<file path="src/rtl/branch_target_predictor.sv">
// Branch target buffer with 2-bit saturating direction counters, a sequential invalidate sweep
// and saturating statistics counters. Lookup is combinational; training happens on posedge.
module branch_target_predictor #(
  parameter int XLEN     = 64,
  parameter int ENTRIES  = 16,
  parameter int TAG_BITS = 12,
  parameter int STAT_W   = 32
) (
  input  logic              clk,
  input  logic              reset,
  input  logic [XLEN-1:0]   pc_f,
  output logic              pred_hit,
  output logic              pred_taken,
  output logic [XLEN-1:0]   pred_next_pc,
  input  logic              upd_valid,
  input  logic [XLEN-1:0]   upd_pc,
  input  logic              upd_taken,
  input  logic [XLEN-1:0]   upd_target,
  input  logic              upd_is_jump,
  input  logic              upd_mispred,
  input  logic              flush_req,
  output logic              busy,
  output logic              flush_done,
  output logic [STAT_W-1:0] stat_updates,
  output logic [STAT_W-1:0] stat_mispred
);
  localparam int IDX_W = $clog2(ENTRIES);

  typedef enum logic {IDLE, SWEEP} state_t;

  state_t              state, state_next;
  logic [IDX_W-1:0]    sp;

  logic [ENTRIES-1:0]  valid;
  logic [TAG_BITS-1:0] tag_mem    [ENTRIES];
  logic [XLEN-1:0]     target_mem [ENTRIES];
  logic [1:0]          ctr_mem    [ENTRIES];
  logic [ENTRIES-1:0]  jmp_mem;

  logic [IDX_W-1:0]    f_idx, u_idx;
  logic [TAG_BITS-1:0] f_tag, u_tag;
  logic                u_hit, accept;
  logic [1:0]          u_ctr_next;

  // PC bits outside the index/tag fields deliberately do not take part in the lookup.
  logic unused_pc_bits;
  assign unused_pc_bits = ^{pc_f[XLEN-1:IDX_W+TAG_BITS+2], pc_f[1:0],
                            upd_pc[XLEN-1:IDX_W+TAG_BITS+2], upd_pc[1:0]};

  assign f_idx = pc_f[IDX_W+1:2];
  assign f_tag = pc_f[IDX_W+TAG_BITS+1:IDX_W+2];
  assign u_idx = upd_pc[IDX_W+1:2];
  assign u_tag = upd_pc[IDX_W+TAG_BITS+1:IDX_W+2];

  // Lookup sees pre-update contents; there is no bypass from the training port.
  assign pred_hit     = !busy && valid[f_idx] && (tag_mem[f_idx] == f_tag);
  assign pred_taken   = pred_hit && (jmp_mem[f_idx] || ctr_mem[f_idx][1]);
  assign pred_next_pc = pred_taken ? target_mem[f_idx] : pc_f + XLEN'(4);

  assign accept = upd_valid && !busy;
  assign u_hit  = valid[u_idx] && (tag_mem[u_idx] == u_tag);

  always_comb begin
    u_ctr_next = ctr_mem[u_idx];
    if (upd_taken && ctr_mem[u_idx] != 2'b11)       u_ctr_next = ctr_mem[u_idx] + 2'd1;
    else if (!upd_taken && ctr_mem[u_idx] != 2'b00) u_ctr_next = ctr_mem[u_idx] - 2'd1;
  end

  always_ff @(posedge clk or posedge reset) begin
    if (reset) begin
      state <= IDLE;
      sp    <= '0;
    end else begin
      // NOTE: state registers use non-blocking assignments so every flop samples pre-edge values.
      state <= state_next;
      sp    <= (state == SWEEP) ? sp + IDX_W'(1) : '0;
    end
  end

  always_comb begin
    state_next = state;
    busy       = 1'b0;
    flush_done = 1'b0;
    unique case (state)
      IDLE:  if (flush_req) state_next = SWEEP;
      SWEEP: begin
        busy = 1'b1;
        if (sp == IDX_W'(ENTRIES - 1)) begin
          flush_done = 1'b1;
          state_next = IDLE;
        end
      end
    endcase
  end

  always_ff @(posedge clk or posedge reset) begin
    if (reset) begin
      valid <= '0;
    end else if (state == SWEEP) begin
      valid[sp] <= 1'b0;
    end else if (accept && !u_hit && upd_taken) begin
      valid[u_idx] <= 1'b1;
    end
  end

  // NOTE: entry payload has no reset; it is only ever observed through a set valid bit.
  always_ff @(posedge clk) begin
    if (accept) begin
      if (u_hit) begin
        ctr_mem[u_idx] <= u_ctr_next;
        if (upd_taken) begin
          target_mem[u_idx] <= upd_target;
          jmp_mem[u_idx]    <= upd_is_jump;
        end
      end else if (upd_taken) begin
        tag_mem[u_idx]    <= u_tag;
        target_mem[u_idx] <= upd_target;
        jmp_mem[u_idx]    <= upd_is_jump;
        ctr_mem[u_idx]    <= 2'b10;
      end
    end
  end

  always_ff @(posedge clk or posedge reset) begin
    if (reset) begin
      stat_updates <= '0;
      stat_mispred <= '0;
    end else if (accept) begin
      if (stat_updates != '1)                stat_updates <= stat_updates + STAT_W'(1);
      if (upd_mispred && stat_mispred != '1) stat_mispred <= stat_mispred + STAT_W'(1);
    end
  end

endmodule
</file>
<file path="config.mk">
export PLATFORM = sky130hd
export DESIGN_NAME = branch_target_predictor
export DESIGN_NICKNAME = d
export VERILOG_FILES = /design/src/rtl/branch_target_predictor.sv
export SDC_FILE = /design/constraint.sdc
export NUM_CORES = 2
export LEC_CHECK = 0
export ABC_AREA = 1
export BUFFER_PORTS_ARGS = -buffer_cell sky130_fd_sc_hd__buf_2
export CORE_MARGIN = 2
export CORE_UTILIZATION = 36
export DETAILED_ROUTE_END_ITERATION = 10
export PLACE_DENSITY = 0.66
export SKIP_CTS_REPAIR_TIMING = 1
export SLEW_MARGIN = 40
export SYNTH_ARGS = -nofsm -noshare
export SYNTH_HDL_FRONTEND = slang
export SYNTH_SLANG_ARGS = --single-unit
</file>
<file path="constraint.sdc">
create_clock -name clk -period 4.4 [get_ports clk]
set_input_delay 0.88 -clock clk [delete_from_list [all_inputs] [get_ports clk]]
set_output_delay 0.88 -clock clk [all_outputs]
set_load 0.005 [all_outputs]
</file>
==> flow_summary.yaml <==
cts:
  cts_buffers: 137
  ctsLongestPathBuffers: 3
  tritoncts: "yes"
  ctsHtreeMaxLevel: 4
  path_clk_slew_ps: 60
  clock-sinks: 1349
  root_buffer: "clkbuf_16"
  clkLatencyLatePin_ps: 800
sta:
  clock.fmax_mhz: 229
  relSlewSlack_pct: 45.1
  worstMarginPinSlew_ps: 821
  fin_crit_ps: 4370
  rsz0062_at_grt: "true"
  setup_tns_ps: 0
  fin_worst_skew_ps: 56.3
  setup_ws_ps: 29.5
  finalHoldViolCount: 0
  post-route-period-util_pct: 99.3
  setup_viol: 0
  drv_slew: 0
  finalHoldWorstSlack_ps: 114
synth:
  yosysSeqAreaShare_pct: 68.5
  synth_edf_count: 1264
  ys_types: 48
  syn_nets: 5447
  ys_seq_elements: 1349
  synth_async_sr_flop_share_pct: 6.30
  avgSynthCellArea_um2: 11.2
  syn-cell-area_um2: 58500
  yosys_warnings: 0
  yosys_most_used_dff: "edfxtp_1"
  synthCells: 5239
outcome:
  outcome: "finished, final reports clean"
floorplan:
  core.rowCount: 147
  pin_count: 331
  core_um2: 161000
  die_area_um2: 166000
  die_h_um: 407
  fp.dieW_um: 407
  initial_utilization_pct: 36.3
worst_setup_path:
  crit_type: "in -> out"
  critPathLaunchType: "input pin"
  slowest_delay_ps: 290
  path_max_fanout: 4
  crit_path_cell_trace: "clkbuf_4 -> inv_1 -> nor3_1 -> buf_4 -> nand4_4 -> nor2_1 -> nand3_2 -> nor2_1 -> nand2_1 -> nor2_1 -> buf_4 -> xor2_4 -> nand2_1 -> nand2_1 -> buf_2"
  cp_slowest_cell: "xor2_4"
  cp.required_ps: 3520
  endpoint_kind: "output port"
  critPathArrivalTime_ps: 3490
cells_and_area:
  design_area_um2: 69200
  final_common_cell: "edfxtp_1"
  ff_latch_area_um2: 40100
  final_core_util_pct: 43.0
  drive_gt1_share_pct: 14.4
  multi_input_area_um2: 16600
  nets: 5829
  layout_common_cells: "1264 x edfxtp_1, 1009 x nand2_1, 823 x nor2_1"
  synthToLayoutAreaGrowth_pct: 18.3
  n_fill_cell: 14700
  instances_no_fill: 7910
placement:
  dp_cells: 7642
  gp_congestion: 0.941
  port-buffer-count: 282
  place_ws_ps: -304
  dp_hpwl_um: 114000
  placedInstanceArea_um2: 64600
route:
  dr_total_vias: 43400
  final_antenna_net_count: 0
  vias_per_cell: 5.49
  drt_iter0_drc: 5941
  drt-total-wl_um: 183000
  firstDrtPassIters: 8
  drc: 0
  wl_per_cell_um: 23.1
run:
  timing.max_cap.violations: 0
power_and_ir_drop:
  power_mw: 28.3
  irDropWorstVdd_v: 0.000413
  p_per_area_nw_per_um2: 408
  p_leak_nw: 25.0
grt:
  grt_usage_pct: 21.4
  antenna_found_initial: 41
  first_global_vias: 40600
  grt_max_degree: 107
  grt_pass1_wl_um: 266000
  grt_overflow_total: 0
min_path:
  hp-class: "in -> async"
==> final cells by class <==
type	instances	area share, %
multi-input cells	3390	23.9
inverters	185	1.05
repair buffers	558	6.81
flip-flops and latches	1349	57.9
diodes	25	0.0904
clock inverters	74	1.13
clock buffers	169	5.19
well taps	2160	3.90
==> routing by layer <==
metal / wire, um / track usage, %
met1: 73300 / 29.1
met2: 80800 / 32.1
met3: 24600 / 7.48
met4: 4210 / 6.26
met5: 219 / 0
==> cell families after synthesis <==
kind of cell,count (synthesis),synth area share [%]
AND/OR/NAND/NOR,2149,14.8
adder cells (fa/ha/maj),9,0.193
XOR/XNOR,123,1.84
buffers and inverters,500,3.60
AO/OA/AOI/OAI,1109,11.0
flip-flops,1349,68.5
==> state kept, by name, summed over array words and instances (netlist names) <==
signal	flops
target_mem	1024
tag_mem	192
ctr_mem	32
stat_mispred	32
stat_updates	32
jmp_mem	16
valid	16
sp	4
state	1
==> critical path: cells and delay by family <==
| kind | cells | cell delay, ps |
|---|---|---|
| and+or+nand+nor | 9 | 1540 |
| buffers and inverters | 5 | 770 |
| xor gates and xnor gates | 1 | 290 |
==> worst paths after layout <==
check	from	end	slack [ps]	cells after the start
worst max register to register	state	tag_mem[2][7]	1320	8
worst max-delay path	pc_f[6]	pred_next_pc[46]	30	15
worst min-delay path	reset	stat_updates[21]	110	2
worst min register to register	stat_updates[14]	stat_updates[14]	490	1
max in group asynchronous	reset	stat_mispred[31]	3410	3
min in group clk	flush_req	state	400	3
==> report_power, final <==
part	total [mW]	internal, mW	switching (mW)
Combinational	2.47	0.764	1.70
Clock	11.5	6.39	5.07
Sequential	14.3	14.2	0.120
==> synth_stat cells, types with 8 or more instances <==
master,number,area [um2]
buf_2,86,430
a21oi_1,24,120
edfxtp_1,1264,38000
nand3_1,143,716
buf_4,12,90.1
ha_1,9,113
buf_1,11,41.3
a221oi_1,36,315
inv_1,171,642
clkbuf_1,198,743
o211ai_1,24,180
o22ai_1,166,1040
xnor2_1,40,350
nor2_1,842,3160
nand4_1,57,357
a22oi_1,16,120
o221ai_1,95,832
o21ai_1,34,170
o211a_1,13,130
o21ai_0,685,3430
nand2_1,1014,3810
nor3_1,51,255
inv_2,10,37.5
dfrtp_1,85,2130
xor2_1,83,727
o31ai_1,8,60.1
Power figures use the tool's default switching activity.
